$ cat src/rtl/pause_pkg.sv
// Shared definitions for the pause/dimmer block: FSM states and width helpers.
package pause_pkg;

    typedef enum logic [1:0] {
        RUN    = 2'd0,
        PAUSED = 2'd1,
        FADING = 2'd2,
        DIMMED = 2'd3
    } dim_state_t;

    // Bits needed to hold a dim level in 0..steps (never narrower than 1).
    function automatic int dim_level_width(input int steps);
        return (steps < 1) ? 1 : $clog2(steps + 1);
    endfunction

    // Bits needed for a counter running 0..modulus-1 (never narrower than 1).
    function automatic int counter_width(input int modulus);
        return (modulus < 2) ? 1 : $clog2(modulus);
    endfunction

endpackage

$ cat src/rtl/sec_timer.sv
// Seconds timer: a prescaler dividing clk_sys down to one tick per second,
// feeding a seconds counter that saturates at MAX_SECONDS.
module sec_timer
    import pause_pkg::*;
#(
    parameter int TICKS_PER_SEC = 24000000,
    parameter int MAX_SECONDS   = 10
) (
    input  logic                                    clk_sys,
    input  logic                                    reset,
    input  logic                                    clear,
    input  logic                                    enable,
    output logic                                    tick,
    output logic [counter_width(MAX_SECONDS+1)-1:0] seconds
);

    localparam int PW = counter_width(TICKS_PER_SEC);
    localparam int SW = counter_width(MAX_SECONDS + 1);

    localparam logic [PW-1:0] PRE_LAST = PW'(TICKS_PER_SEC - 1);
    localparam logic [SW-1:0] SEC_MAX  = SW'(MAX_SECONDS);

    logic [PW-1:0] prescaler;

    // Count cycles while enabled; tick pulses in the cycle the seconds count moves.
    always_ff @(posedge clk_sys) begin
        // NOTE: state registers use non-blocking assignments so every flop
        // samples the pre-edge values, independent of statement order.
        if (reset || clear) begin
            prescaler <= '0;
            seconds   <= '0;
            tick      <= 1'b0;
        end else if (enable) begin
            tick <= 1'b0;
            if (prescaler == PRE_LAST) begin
                prescaler <= '0;
                tick      <= 1'b1;
                if (seconds != SEC_MAX) begin
                    seconds <= seconds + SW'(1);
                end
            end else begin
                prescaler <= prescaler + PW'(1);
            end
        end else begin
            tick <= 1'b0;
        end
    end

endmodule

$ cat src/rtl/pause_dimmer.sv
// Pause controller with screen dimmer: merges pause sources into a registered
// CPU pause, and after a long enough pause fades the video down in shift steps.
module pause_dimmer
    import pause_pkg::*;
#(
    parameter int RW            = 3,
    parameter int GW            = 3,
    parameter int BW            = 2,
    parameter int NREQ          = 2,
    parameter int TICKS_PER_SEC = 24000000,
    parameter int DIM_SECONDS   = 10,
    parameter int DIM_STEPS     = 2,
    parameter int FADE_TICKS    = 2400000
) (
    input  logic                                    clk_sys,
    input  logic                                    reset,
    input  logic                                    user_button,
    input  logic [NREQ-1:0]                         pause_request,
    input  logic                                    OSD_STATUS,
    input  logic [1:0]                              options,
    input  logic [RW+GW+BW-1:0]                     rgb_in,
    output logic                                    pause_cpu,
    output logic [dim_level_width(DIM_STEPS)-1:0]   dim_level,
    output logic [RW+GW+BW-1:0]                     rgb_out
);

    localparam int DLW = dim_level_width(DIM_STEPS);
    localparam int FW  = counter_width(FADE_TICKS);
    localparam int SW  = counter_width(DIM_SECONDS + 1);

    localparam logic [DLW-1:0] DIM_MAX   = DLW'(DIM_STEPS);
    localparam logic [FW-1:0]  FADE_LAST = FW'(FADE_TICKS - 1);
    localparam logic [SW-1:0]  SEC_LIMIT = SW'(DIM_SECONDS);

    logic                 btn_prev;
    logic                 user_pause;
    dim_state_t           state;
    logic [FW-1:0]        fade_cnt;
    logic                 timer_clear;
    logic                 timer_enable;
    logic                 sec_tick;
    logic [SW-1:0]        seconds;
    logic [RW+GW+BW-1:0]  rgb_shifted;

    // Toggle the user pause flag on each rising edge of the button.
    always_ff @(posedge clk_sys) begin
        if (reset) begin
            // NOTE: the edge register loads the live button level during reset,
            // so a button held through reset is not seen as a fresh press.
            btn_prev   <= user_button;
            user_pause <= 1'b0;
        end else begin
            btn_prev <= user_button;
            if (user_button && !btn_prev) begin
                user_pause <= !user_pause;
            end
        end
    end

    // Merge all pause sources into the registered CPU pause.
    always_ff @(posedge clk_sys) begin
        if (reset) begin
            pause_cpu <= 1'b0;
        end else begin
            pause_cpu <= user_pause | (|pause_request) | (options[0] & OSD_STATUS);
        end
    end

    // The seconds timer only runs in PAUSED and restarts on any abort or resume.
    assign timer_clear  = (state == RUN) || !pause_cpu || !options[1];
    assign timer_enable = (state == PAUSED);

    sec_timer #(
        .TICKS_PER_SEC (TICKS_PER_SEC),
        .MAX_SECONDS   (DIM_SECONDS)
    ) u_sec_timer (
        .clk_sys (clk_sys),
        .reset   (reset),
        .clear   (timer_clear),
        .enable  (timer_enable),
        .tick    (sec_tick),
        .seconds (seconds)
    );

    // Dimmer FSM: resume beats dim-disable, which beats normal progression.
    always_ff @(posedge clk_sys) begin
        if (reset) begin
            state     <= RUN;
            dim_level <= '0;
            fade_cnt  <= '0;
        end else begin
            // NOTE: fade_cnt gets a default so every path assigns it; it only
            // holds a non-zero value while actively fading.
            fade_cnt <= '0;
            if (state != RUN && !pause_cpu) begin
                state     <= RUN;
                dim_level <= '0;
            end else if (state != RUN && !options[1]) begin
                state     <= PAUSED;
                dim_level <= '0;
            end else begin
                case (state)
                    RUN: begin
                        if (pause_cpu) begin
                            state <= PAUSED;
                        end
                    end
                    PAUSED: begin
                        if (sec_tick && seconds == SEC_LIMIT) begin
                            state <= FADING;
                        end
                    end
                    FADING: begin
                        if (fade_cnt == FADE_LAST) begin
                            dim_level <= dim_level + DLW'(1);
                            if (dim_level + DLW'(1) == DIM_MAX) begin
                                state <= DIMMED;
                            end
                        end else begin
                            fade_cnt <= fade_cnt + FW'(1);
                        end
                    end
                    DIMMED: begin
                        dim_level <= DIM_MAX;
                    end
                    default: begin
                        state     <= RUN;
                        dim_level <= '0;
                    end
                endcase
            end
        end
    end

    // Shift each colour channel right by the dim level, zero-filling from the top.
    for (genvar ch = 0; ch < 3; ch++) begin : g_channel
        localparam int W   = (ch == 0) ? RW : (ch == 1) ? GW : BW;
        localparam int LSB = (ch == 0) ? GW + BW : (ch == 1) ? BW : 0;
        assign rgb_shifted[LSB +: W] = rgb_in[LSB +: W] >> dim_level;
    end

    // Register the dimmed video.
    always_ff @(posedge clk_sys) begin
        if (reset) begin
            rgb_out <= '0;
        end else begin
            rgb_out <= rgb_shifted;
        end
    end

endmodule

$ cat config.mk
export PLATFORM = sky130hd
export DESIGN_NAME = pause_dimmer
export DESIGN_NICKNAME = d
export VERILOG_FILES = /design/src/rtl/pause_pkg.sv /design/src/rtl/sec_timer.sv /design/src/rtl/pause_dimmer.sv
export SDC_FILE = /design/constraint.sdc
export NUM_CORES = 1
export LEC_CHECK = 0
export BUFFER_PORTS_ARGS = -buffer_cell sky130_fd_sc_hd__buf_2
export CAP_MARGIN = 10
export CORE_UTILIZATION = 57
export DETAILED_ROUTE_END_ITERATION = 7
export PLACE_DENSITY = 0.77
export SYNTH_ARGS = -nofsm -noshare
export SYNTH_HDL_FRONTEND = slang
export SYNTH_SLANG_ARGS = --single-unit
$ cat constraint.sdc
create_clock -name clk_sys -period 6.4 [get_ports clk_sys]
set_clock_uncertainty 0.15 [all_clocks]
set_input_delay 0.64 -clock clk_sys [delete_from_list [all_inputs] [get_ports clk_sys]]
set_output_delay 0.64 -clock clk_sys [all_outputs]
set_load 0.1 [all_outputs]
==> results by group <==
Synth
  • Sequential area share after synthesis: 43.42%
  • Count leader, synth: dfxtp_1
  • Yosys top cell by area: dfxtp_1
  • Mapped Area: 0.003089 mm^2
  • Yosys top cell area share: 43.42%
  • Ys flop type: dfxtp_1
  • Synth top area cells: dfxtp_1 (43%), nor2_1 (8.0%), xor2_1 (7.7%), xnor2_1 (4.8%), nand3_1 (3.9%)
  • Avg Synthesized Cell Area: 8.877 um^2
  • Syn Inst Count: 348
  • Synth cell count leaders: dfxtp_1 (67), nor2_1 (66), xor2_1 (27)
  • EDFF count, synth: 0
  • FF+latch count, synth: 67
  • Count of cell types in the netlist: 50
  • Post-Syn Nets: 373
  • Async set or reset register ratio after synthesis: 0%
  • Yosys warning count: 0

Hold path
  • Hold path start: user_button
  • Hold path cells: 1
  • Hold Path Class: input pin to flop

Route
  • DR vias/cell: 5.310
  • Final WL: 5432 um
  • Residual DRC: 0
  • Antenna Nets Post-Route: 0
  • Drt wl/cell: 12.13 um
  • DRT Pass-1 Iters: 7
  • DRC marker count from the first detailed-route iteration: 63
  • Via count: 2,379

Worst setup path
  • Crit-path max FO: 22
  • CP required: 6440 ps
  • Worst R2R Start: fade_cnt[0]
  • Reg2Reg Depth: 6
  • Crit. End Element: flop
  • Critical Path Source Type: flop
  • Critical path class: flop to flop
  • Arr. time, crit path: 2800 ps
  • CP startpoint: fade_cnt[0]

Global routing
  • Initial antenna violation count: 0
  • First-pass GRT wire length: 8852 um
  • Global-route usage over all layers: 20.67%
  • Vias in the first global route: 2,030
  • GRT overflow: 0
  • Largest net degree at the start of global routing: 23

Timing
  • Crit path time final: 2755 ps
  • Max Slew Vio Count: 0
  • Final setup vio count: 0
  • Final Hold Fails: 0
  • Max_slew headroom: 34.07%
  • Crit share post-route: 43.05%
  • RSZ-0062 raised after global routing: false
  • Worst Tran Pin Value: 980.0 ps
  • TNS Setup: 0 ps
  • Max Clk Rate: 0.3630 GHz
  • Setup ws final: 3645 ps

Die
  • IO Pins: 27
  • Die height: 75.62 um
  • Core area: 0.005172 mm^2
  • Die Width: 75.62 um
  • Row cnt: 26
  • Die area: 0.005718 mm^2
  • Starting Density: 59.72%

Placed design
  • Hpwl dp: 3780 um
  • Final GP Congestion: 0.8209
  • Port bufs: 26
  • Pre-CTS WS: 3646 ps

Run status
  • Status: complete, no violations

Finish
  • Share of cells above drive strength 1: 12.96%
  • Synth-to-Final Area Change: 11.30%
  • Final nets: 398
  • Fill cells: 421
  • # diodes: 0

CTS
  • CTS tree: built
  • TritonCTS Buffers: 9
  • CTS Hold Bufs: 0
  • CTS resizes: 0
  • TritonCTS Sinks: 67
  • Max clock buf depth: 2
  • Clock Latency Late Sink: 340 ps
  • CTS root buffer: clkbuf_8
  • Post-CTS Setup Bufs: 0
  • CTS clk-pin slew, worst paths: 70 ps
  • CTS H-tree depth: 3

Job
  • Max-cap violations: 0

Power and ir drop
  • Leakage: 1.174 nW
  • PwrDens: 282.5 mW/mm^2
  • Worst vdd ir: 0.0001971 V
[registers in the layout, summed over array words and instances, names as in the netlist]
| name | count |
|---|---|
| u_sec_timer.tick | 1 |
| state | 2 |
| u_sec_timer.seconds | 4 |
| dim_level | 2 |
| fade_cnt | 22 |
| u_sec_timer.prescaler | 25 |
| pause_cpu | 1 |
| btn_prev | 1 |
| rgb_out | 8 |
| user_pause | 1 |
[routing by layer]
metal  global-route usage, %  wire, um  share of wire [%]  vias up
met5                       0         0                  0        -
met4                   7.407        58                1.1        0
met3                   7.937       215                4.0        5
met2                   32.24      2526                 47       34
met1                   26.18      2632                 48     1085
li1                        -         -                  -     1255
[cells by family after synthesis]
kind of cell               after synthesis  share of synthesized area, %
AOI/OAI and AO/OA                       30                         7.088
xor gates and xnor gates                44                         12.47
adders and majority gates                9                         3.645
buffers and inverters                   22                         3.240
DFF                                     67                         43.42
muxes                                    6                         1.985
and+or+nand+nor                        170                         28.15
[report_power, final]
group	internal, W	switching [W]	total (W)
clock network	0.000188	0.000152	0.000340
registers	0.000432	0.0000129	0.000445
logic	0.0000546	0.000131	0.000186
[cell type report]
cell class	instances	area (um^2)	area share [%]
Multi-Input combinational cell	259	1648	47.93
Sequential cell	67	1341	39.01
Clock buffer	11	141.4	4.112
Timing Repair Buffer	26	130.1	3.785
Tap cell	70	87.58	2.547
Clock inverter	5	52.55	1.528
Inverter	10	37.54	1.092
[stage by stage]
step	instance area [um^2]	utilization, %	total power [W]	hold slack (ps)	std cells
after floorplan	3089	-	0.0006104	279.5	348
after global placement	3244	62.72	0.0006372	296.0	432
after detailed placement	3244	62.72	0.0006409	305.6	432
after CTS	3438	66.47	0.0009833	245.5	448
after global routing	3438	66.47	0.001017	248.9	448
final	3438	66.47	0.0009712	264.9	448
[critical path, cell delays in order, from the launching register on]
cell and delay [ps]:
dfxtp_1 370, ha_1 210, nand3_1 140, or2_2 380, or4_1 550, nand3_1 670, nor2_1 140
[layout by cell type (no fill, tap or decap), drive strengths merged, types with 2 or more instances in the layout]
cell type  Yosys  routed
nor3           9       9
clkinv         0       3
nand3         25      25
a2111oi        2       2
a211oi         2       2
a21oi         10      10
dfxtp         67      67
nand3b         3       3
o21a           2       2
and2           3       3
xor2          27      27
inv           10      10
nand4         12      12
nor2          66      66
ha             9       9
nand2b         2       2
buf            4      26
o211ai         2       2
clkbuf         8      11
nor2b          4       4
and4           2       2
nor4           8       8
o21ai          2       2
or4            2       2
xnor2         17      17
mux2i          5       5
and3           8       8
nand2         17      17
or2            2       2
or4b           2       2
nor4b          2       2
[path summary, 6_finish.rpt]
check / endpoint / slack, ps
max: fade_cnt[15] / 3650
min: btn_prev / 260
max reg2reg: fade_cnt[15] / 3650
min reg2reg: fade_cnt[0] / 310
Note: power is estimated with default switching activity, not from simulation.
